[config.mk]
export PLATFORM = sky130hd
export DESIGN_NAME = main_control_fsm_flat
export DESIGN_NICKNAME = d
export VERILOG_FILES = /design/src/rtl/main_control_fsm_pkg.sv /design/src/rtl/main_control_fsm_if.sv /design/src/rtl/main_control_fsm.sv /design/src/flat_wrapper.sv
export SDC_FILE = /design/constraint.sdc
export NUM_CORES = 1
export LEC_CHECK = 0
export CAP_MARGIN = 30
export CORE_MARGIN = 2
export CORE_UTILIZATION = 38
export DETAILED_ROUTE_END_ITERATION = 12
export PLACE_DENSITY = 0.82
export SYNTH_ARGS = -nofsm -noshare
export SYNTH_HDL_FRONTEND = slang
export SYNTH_SLANG_ARGS = --single-unit
export TNS_END_PERCENT = 5
[constraint.sdc]
create_clock -name clk -period 3.55 [get_ports clk]
set_input_delay 0.5325 -clock clk [delete_from_list [all_inputs] [get_ports clk]]
set_output_delay 0.5325 -clock clk [all_outputs]
set_load 0.02 [all_outputs]
[src/rtl/main_control_fsm_pkg.sv]
// Shared encodings for the multicycle main control FSM: state codes, instruction
// fields and the datapath select codes used by the datapath and the bench.
package main_control_fsm_pkg;

  typedef enum logic [3:0] {
    StFetch    = 4'd0,
    StDecode   = 4'd1,
    StMemAdr   = 4'd2,
    StMemRead  = 4'd3,
    StMemWb    = 4'd4,
    StMemWrite = 4'd5,
    StExecute  = 4'd6,
    StAluWb    = 4'd7,
    StBranch   = 4'd8,
    StAddiEx   = 4'd9,
    StAddiWb   = 4'd10,
    StJump     = 4'd11,
    StJr       = 4'd12
  } state_e;

  localparam logic [5:0] OpRtype = 6'b000000;
  localparam logic [5:0] OpLw    = 6'b100011;
  localparam logic [5:0] OpSw    = 6'b101011;
  localparam logic [5:0] OpBeq   = 6'b000100;
  localparam logic [5:0] OpAddi  = 6'b001000;
  localparam logic [5:0] OpJ     = 6'b000010;
  localparam logic [5:0] FnJr    = 6'b001000;

  localparam logic [1:0] SrcBReg    = 2'b00;
  localparam logic [1:0] SrcBFour   = 2'b01;
  localparam logic [1:0] SrcBImm    = 2'b10;
  localparam logic [1:0] SrcBImmSh2 = 2'b11;

  localparam logic [1:0] AluAdd   = 2'b00;
  localparam logic [1:0] AluSub   = 2'b01;
  localparam logic [1:0] AluFunct = 2'b10;

  localparam logic [1:0] PcAluRes = 2'b00;
  localparam logic [1:0] PcAluOut = 2'b01;
  localparam logic [1:0] PcJump   = 2'b10;
  localparam logic [1:0] PcRegA   = 2'b11;

endpackage

[src/rtl/main_control_fsm_if.sv]
// Control bundle between the main FSM (master) and the datapath (slave).
interface main_control_fsm_if;
  logic [5:0] opcode;
  logic [5:0] funct;
  logic       read_sel;
  logic       pc_write;
  logic       pc_write_cond;
  logic       i_or_d;
  logic       mem_read;
  logic       mem_write;
  logic       ir_write;
  logic       mem_to_reg;
  logic       reg_dst;
  logic       reg_write;
  logic       alu_src_a;
  logic [1:0] alu_src_b;
  logic [1:0] alu_op;
  logic [1:0] pc_src;
  logic [3:0] state;

  modport master (
    input  opcode, funct,
    output read_sel, pc_write, pc_write_cond, i_or_d, mem_read, mem_write, ir_write,
    output mem_to_reg, reg_dst, reg_write, alu_src_a, alu_src_b, alu_op, pc_src, state
  );

  modport slave (
    output opcode, funct,
    input  read_sel, pc_write, pc_write_cond, i_or_d, mem_read, mem_write, ir_write,
    input  mem_to_reg, reg_dst, reg_write, alu_src_a, alu_src_b, alu_op, pc_src, state
  );
endinterface

[src/rtl/main_control_fsm.sv]
// Multicycle MIPS-style main control: state register, next-state logic and
// Moore output decode (plus the DECODE-time read-port select for jr).
module main_control_fsm
  import main_control_fsm_pkg::*;
(
  input logic                clk,
  input logic                rst,
  main_control_fsm_if.master bus
);

  state_e state_q;
  logic   is_lw_q;

  // Load/store kind is captured in DECODE so MEMADR ignores later opcode changes.
  always_ff @(posedge clk or posedge rst) begin
    if (rst) begin
      state_q <= StFetch;
      is_lw_q <= 1'b0;
    end else begin
      case (state_q)
        StFetch: state_q <= StDecode;
        StDecode: begin
          is_lw_q <= (bus.opcode == OpLw);
          case (bus.opcode)
            OpLw, OpSw: state_q <= StMemAdr;
            OpRtype:    state_q <= (bus.funct == FnJr) ? StJr : StExecute;
            OpBeq:      state_q <= StBranch;
            OpAddi:     state_q <= StAddiEx;
            OpJ:        state_q <= StJump;
            default:    state_q <= StFetch;
          endcase
        end
        StMemAdr:  state_q <= is_lw_q ? StMemRead : StMemWrite;
        StMemRead: state_q <= StMemWb;
        StExecute: state_q <= StAluWb;
        StAddiEx:  state_q <= StAddiWb;
        default:   state_q <= StFetch;
      endcase
    end
  end

  always_comb begin
    bus.read_sel      = 1'b0;
    bus.pc_write      = 1'b0;
    bus.pc_write_cond = 1'b0;
    bus.i_or_d        = 1'b0;
    bus.mem_read      = 1'b0;
    bus.mem_write     = 1'b0;
    bus.ir_write      = 1'b0;
    bus.mem_to_reg    = 1'b0;
    bus.reg_dst       = 1'b0;
    bus.reg_write     = 1'b0;
    bus.alu_src_a     = 1'b0;
    bus.alu_src_b     = SrcBReg;
    bus.alu_op        = AluAdd;
    bus.pc_src        = PcAluRes;
    bus.state         = state_q;
    case (state_q)
      StFetch: begin
        bus.mem_read  = 1'b1;
        bus.ir_write  = 1'b1;
        bus.alu_src_b = SrcBFour;
        bus.pc_write  = 1'b1;
      end
      StDecode: begin
        bus.alu_src_b = SrcBImmSh2;
        bus.read_sel  = (bus.opcode == OpRtype) && (bus.funct == FnJr);
      end
      StMemAdr, StAddiEx: begin
        bus.alu_src_a = 1'b1;
        bus.alu_src_b = SrcBImm;
      end
      StMemRead: begin
        bus.mem_read = 1'b1;
        bus.i_or_d   = 1'b1;
      end
      StMemWb: begin
        bus.reg_write  = 1'b1;
        bus.mem_to_reg = 1'b1;
      end
      StMemWrite: begin
        bus.mem_write = 1'b1;
        bus.i_or_d    = 1'b1;
      end
      StExecute: begin
        bus.alu_src_a = 1'b1;
        bus.alu_op    = AluFunct;
      end
      StAluWb: begin
        bus.reg_write = 1'b1;
        bus.reg_dst   = 1'b1;
      end
      StBranch: begin
        bus.alu_src_a     = 1'b1;
        bus.alu_op        = AluSub;
        bus.pc_write_cond = 1'b1;
        bus.pc_src        = PcAluOut;
      end
      StAddiWb: bus.reg_write = 1'b1;
      StJump: begin
        bus.pc_write = 1'b1;
        bus.pc_src   = PcJump;
      end
      StJr: begin
        bus.pc_write = 1'b1;
        bus.pc_src   = PcRegA;
      end
      default: ;
    endcase
  end

endmodule

[src/flat_wrapper.sv]
// flat-port wrapper written by rule: the top's interface ports become plain ports
module main_control_fsm_flat import main_control_fsm_pkg::*;
  (clk, rst, bus_opcode, bus_funct, bus_read_sel, bus_pc_write, bus_pc_write_cond, bus_i_or_d, bus_mem_read, bus_mem_write, bus_ir_write, bus_mem_to_reg, bus_reg_dst, bus_reg_write, bus_alu_src_a, bus_alu_src_b, bus_alu_op, bus_pc_src, bus_state);
  main_control_fsm_if bus_i ();
  input logic clk;
  input logic rst;
  input wire logic [$bits(bus_i.opcode)-1:0] bus_opcode;
  input wire logic [$bits(bus_i.funct)-1:0] bus_funct;
  output wire logic [$bits(bus_i.read_sel)-1:0] bus_read_sel;
  output wire logic [$bits(bus_i.pc_write)-1:0] bus_pc_write;
  output wire logic [$bits(bus_i.pc_write_cond)-1:0] bus_pc_write_cond;
  output wire logic [$bits(bus_i.i_or_d)-1:0] bus_i_or_d;
  output wire logic [$bits(bus_i.mem_read)-1:0] bus_mem_read;
  output wire logic [$bits(bus_i.mem_write)-1:0] bus_mem_write;
  output wire logic [$bits(bus_i.ir_write)-1:0] bus_ir_write;
  output wire logic [$bits(bus_i.mem_to_reg)-1:0] bus_mem_to_reg;
  output wire logic [$bits(bus_i.reg_dst)-1:0] bus_reg_dst;
  output wire logic [$bits(bus_i.reg_write)-1:0] bus_reg_write;
  output wire logic [$bits(bus_i.alu_src_a)-1:0] bus_alu_src_a;
  output wire logic [$bits(bus_i.alu_src_b)-1:0] bus_alu_src_b;
  output wire logic [$bits(bus_i.alu_op)-1:0] bus_alu_op;
  output wire logic [$bits(bus_i.pc_src)-1:0] bus_pc_src;
  output wire logic [$bits(bus_i.state)-1:0] bus_state;
  assign bus_i.opcode = bus_opcode;
  assign bus_i.funct = bus_funct;
  assign bus_read_sel = bus_i.read_sel;
  assign bus_pc_write = bus_i.pc_write;
  assign bus_pc_write_cond = bus_i.pc_write_cond;
  assign bus_i_or_d = bus_i.i_or_d;
  assign bus_mem_read = bus_i.mem_read;
  assign bus_mem_write = bus_i.mem_write;
  assign bus_ir_write = bus_i.ir_write;
  assign bus_mem_to_reg = bus_i.mem_to_reg;
  assign bus_reg_dst = bus_i.reg_dst;
  assign bus_reg_write = bus_i.reg_write;
  assign bus_alu_src_a = bus_i.alu_src_a;
  assign bus_alu_src_b = bus_i.alu_src_b;
  assign bus_alu_op = bus_i.alu_op;
  assign bus_pc_src = bus_i.pc_src;
  assign bus_state = bus_i.state;
  main_control_fsm u_core (.clk(clk), .rst(rst), .bus(bus_i));
endmodule
# Word-level counts from Yosys, hierarchy flattened
# Index checks and enable logic that the tools add are counted.
# word_totals
register_bits	5
input_bits	14
out_inout_bits	21
wordCells	48
# classes
eq_ne	18
n_mux	18
reduce_logical	10
# ops
operator	count
4-bit case mux with 6 select lines	1
4-bit == test (second input constant)	5
4-bit case mux with 5 select lines	1
4-bit by 3-bit == test with 1-bit output (second input constant)	4
6-bit by 4-bit == test with 1-bit output (second input constant)	2
6-bit == test (second input constant)	2
2-bit case mux with 3 select lines	2
1-bit two-way mux	11
4-bit by 2-bit == test with 1-bit output (second input constant)	2
2-bit OR reduction	4
6-bit by 2-bit == test with 1-bit output (second input constant)	1
6-bit by 3-bit == test with 1-bit output (second input constant)	1
6-bit logical NOT	1
3-bit OR reduction	2
4-bit by 1-bit == test with 1-bit output (second input constant)	1
4-bit logical NOT	1
4-bit two-way mux	1
2-bit case mux with 2 select lines	1
4-bit OR reduction	1
3-bit two-way mux	1
1-bit logical AND	1

# Depth between registers and ports, before layout
# depth
depth_word	4
depth_mapped	4
mapped_depth_nobuf	3

# Worst setup path before layout
# No wires, ideal clock.
# synth_timing
path_type	reg2out
startpoint	reg u_core.state_q[0] (netlist: u_core.bus.state[0])
endpoint	out bus_alu_op[0]
arrival_ps	1545
t_required_ps	3017
slack_ps	1473
path_stages_with_launch	5
path_buffers	2
cell_sequence	dfrtp_1 -> clkbuf_1 -> or2_2 -> nor2_1 -> buf_4
# synth_between
elab_chain_cells	2
elab_cells_between_ends	3
classes_between	eq/ne (2); mux (1)
# synth_lines
item	line_no	text
from (decl)	main_control_fsm.sv:11	state_e state_q;
from (signal assigned)	main_control_fsm.sv:17	state_q <= StFetch;
from (signal assigned)	main_control_fsm.sv:21	StFetch: state_q <= StDecode;
from (signal assigned)	main_control_fsm.sv:25	OpLw, OpSw: state_q <= StMemAdr;
4-bit == test / 4-bit by 3-bit == test with 1-bit output (equally long branches)	main_control_fsm.sv:58	case (state_q)
2-bit case mux with 2 select lines (*)	main_control_fsm.sv:58	
to (decl)	flat_wrapper.sv:21	output wire logic [$bits(bus_i.alu_op)-1:0] bus_alu_op;
# Mark *: on every way between the ends. The rest lies on a longest branch, timed or not.

# Worst setup path in the final report
# layout_timing
startpoint	in bus_opcode[3]
endpoint	out bus_read_sel
# layout_between
elab_chain_cells	3
# layout_lines
item	line_no	text
from (decl)	flat_wrapper.sv:7	input wire logic [$bits(bus_i.opcode)-1:0] bus_opcode;
6-bit logical NOT	main_control_fsm.sv:67	bus.read_sel = (bus.opcode == OpRtype) && (bus.funct == FnJr);
1-bit logical AND	main_control_fsm.sv:67	
1-bit two-way mux	main_control_fsm.sv:58	
to (decl)	flat_wrapper.sv:9	output wire logic [$bits(bus_i.read_sel)-1:0] bus_read_sel;
# No other way between the ends.

==> results.md <==
* Share of layout cells above drive strength 1 at 10.3%
* Sequential Power Share at 21.3%
* Routed WL at 1420 um
* PostCTS Resize Cnt at 0
* Post-Synthesis Cells at 74
* Die area at 1770 um^2
* Global Route Usage Sum at 17.4%
* Routed vias/inst at 5.39
* Crit path time final at 2.84 ns
* Fin nets at 122
* Core area at 1330 um^2
* Final period util at 80.1%
* Via count at 658
* Largest net degree at the start of global routing at 18
* Setup Buffers After CTS at 0
* DRT Pass-1 Iters at 4
* RSZ-0062 raised after global routing: false
* Most frequent cells in the layout: clkdlybuf4s50_1, nor2_1, nand2b_1, nor3_1, dfrtp_1
* Net Switching at 0.217 mW
* Static Leakage at 0.323 nW
* Wl on met1 at 598 um
* Post-Synthesis Cell Area at 552 um^2
* Hold_buf cts at 0
* Met3 wire len at 103 um
* CTS max path bufs at 2
* WHS at 0.479 ns
* Synth Net Count at 88
* Crit Path Category: in2out
* Worst Slack Setup Final at 0.706 ns
* Global-route wire length before repair at 2440 um
* GR Overflow Total at 0
* Setup TNS at 0 ns
* Power share of the clock group at 13.4%
* Critical path required time at 3.02 ns
* Io pins at 35
* CTS Sinks at 5
* Power, Total at 0.490 mW
* EDFF count, synth at 0
* CP startpoint: bus_opcode[3]
* Final Hold Fails at 0
* Crit path capture type: output port
* Final Util at 68.5%
* Finish-stage setup viols at 0
* Final ANT Viol Nets at 0
* Initial antenna violation count at 0
* Post-DP HPWL at 1140 um
* FF+latch count, synth at 5
* WP data arrival at 2.31 ns
* Clk slew on worst S/H paths at 0.04 ns
* H-Tree Depth at 1
* Most used DFF post-synth: dfrtp_1
* Initial core utilization at 41.4%
* # DRC at 0
* Distinct cells, synth at 36
* Worst-margin pin slew at 0.531 ns
* Status: completed
* Clock skew at 0.000725 ns
* Footprint of the multi-input gates at 395 um^2
* Most common cell after layout, fill and taps aside: clkdlybuf4s50_1
* Ant. Diodes at 0
* MaxCap Viol Count at 0
* Fill cell count at 117
* Port bufs at 34
* Net Sw Frac at 44.3%
* FMAX at 352 MHz
* DR top layer: met3
* Clk_lat worst skew at 0.24 ns
* DIE HEIGHT at 42.1 um
* Setup slack at placement at 0.732 ns
* Met2 wire length at 719 um
* Async set-reset flop share out of synthesis at 100%
* Crit Reg-Reg Startpoint: u_core.bus.state[2]
* Power per cell area at 536 nW/um^2
* Comb power frac at 65.3%
* Share of the yosys chip area belonging to registers at 22.7%
* Seq. cell area at 125 um^2
* Die X at 42.1 um
* Placement row count at 13
* Worst hold path class: in2async
* Synthesized area per cell at 7.46 um^2
* CTS tree: yes
* Peak supply drop at 306 uV
* Final Max Slew Viols at 0
* Vias in the first global route at 574
* CP max FO at 6
* Max_slew headroom at 64.6%
* CTS root buf: clkbuf_4
* Starting DRT DRC Count at 14
* CTS Buf Count at 3
* Crit start category: input port
* Internal at 0.273 mW
* WL per Instance at 11.7 um
* Area delta synth->final at 65.5%
* Yosys warning count at 0
* GP Congestion at 0.794
synthesized netlist by cell type, types with 2 or more instances:
cell type	instances	share of area, %
and2_1	2	2.3
nor3_1	6	5.4
nor3b_1	4	5.4
clkbuf_1	2	1.4
or2_2	4	4.5
dfrtp_1	5	23
nand2b_1	6	6.8
o21ai_0	3	2.7
nand2_1	3	2.0
nand3_1	3	2.7
nor2_1	10	6.8
inv_1	2	1.4
flip-flops by register name (all words and copies together) (netlist names):
signal	flops
u_core.bus.state	4
u_core.is_lw_q	1
critical path: stages:
cell and delay (ns):
clkdlybuf4s50_1 0.51, nor3_1 0.41, nand4_1 0.14, nor2_1 0.11, clkdlybuf4s50_1 0.61
through the flow:
| step | instances | area, um^2 |
|---|---|---|
| 6_report | 122 | 913 |
| 5_1_grt | 122 | 913 |
| 4_1_cts | 122 | 913 |
| 3_5_place_dp | 118 | 887 |
| 3_3_place_gp | 118 | 887 |
| 2_1_floorplan | 74 | 552 |
worst paths after layout:
check | endpoint | cells after the start | slack [ns]
hold reg to reg | u_core.is_lw_q | 1 | 0.54
max in group asynchronous | u_core.bus.state[2] | 2 | 2.91
setup / recovery | bus_read_sel | 5 | 0.71
min in group clk | u_core.is_lw_q | 1 | 0.54
hold / removal | u_core.bus.state[0] | 2 | 0.48
setup reg to reg | u_core.is_lw_q | 3 | 1.90
cells by family after synthesis:
kind of cell / Yosys count / synth area share [%]
and+or+nand+nor: 44 / 46.9
AOI/OAI and AO/OA: 14 / 17.7
buffers and inverters: 7 / 5.67
xor gates and xnor gates: 2 / 3.18
muxes: 2 / 3.85
DFF: 5 / 22.7
area by class of cell:
class | count | area share (%)
Inverter | 2 | 0.822
Clock buffer | 4 | 2.88
Sequential cell | 5 | 13.7
Multi-Input combinational cell | 62 | 43.3
Tap cell | 15 | 2.05
Timing Repair Buffer | 34 | 37.3
layer usage:
metal / GRT usage (%) / up-vias
met5: 0 / -
met2: 30.6 / 32
met3: 5.17 / 0
met1: 19.9 / 283
li1: - / 343
met4: 5.63 / 0
power groups by stage:
stage          clock network (mW)  logic (mW)  registers, mW
6_report                   0.0657       0.320          0.104
5_1_grt                    0.0716       0.343          0.109
4_1_cts                    0.0667       0.322          0.104
3_5_place_dp                    0       0.322          0.105
3_3_place_gp                    0       0.314          0.107
2_1_floorplan                   0       0.191         0.0930
Note: power is estimated with default switching activity, not from simulation.
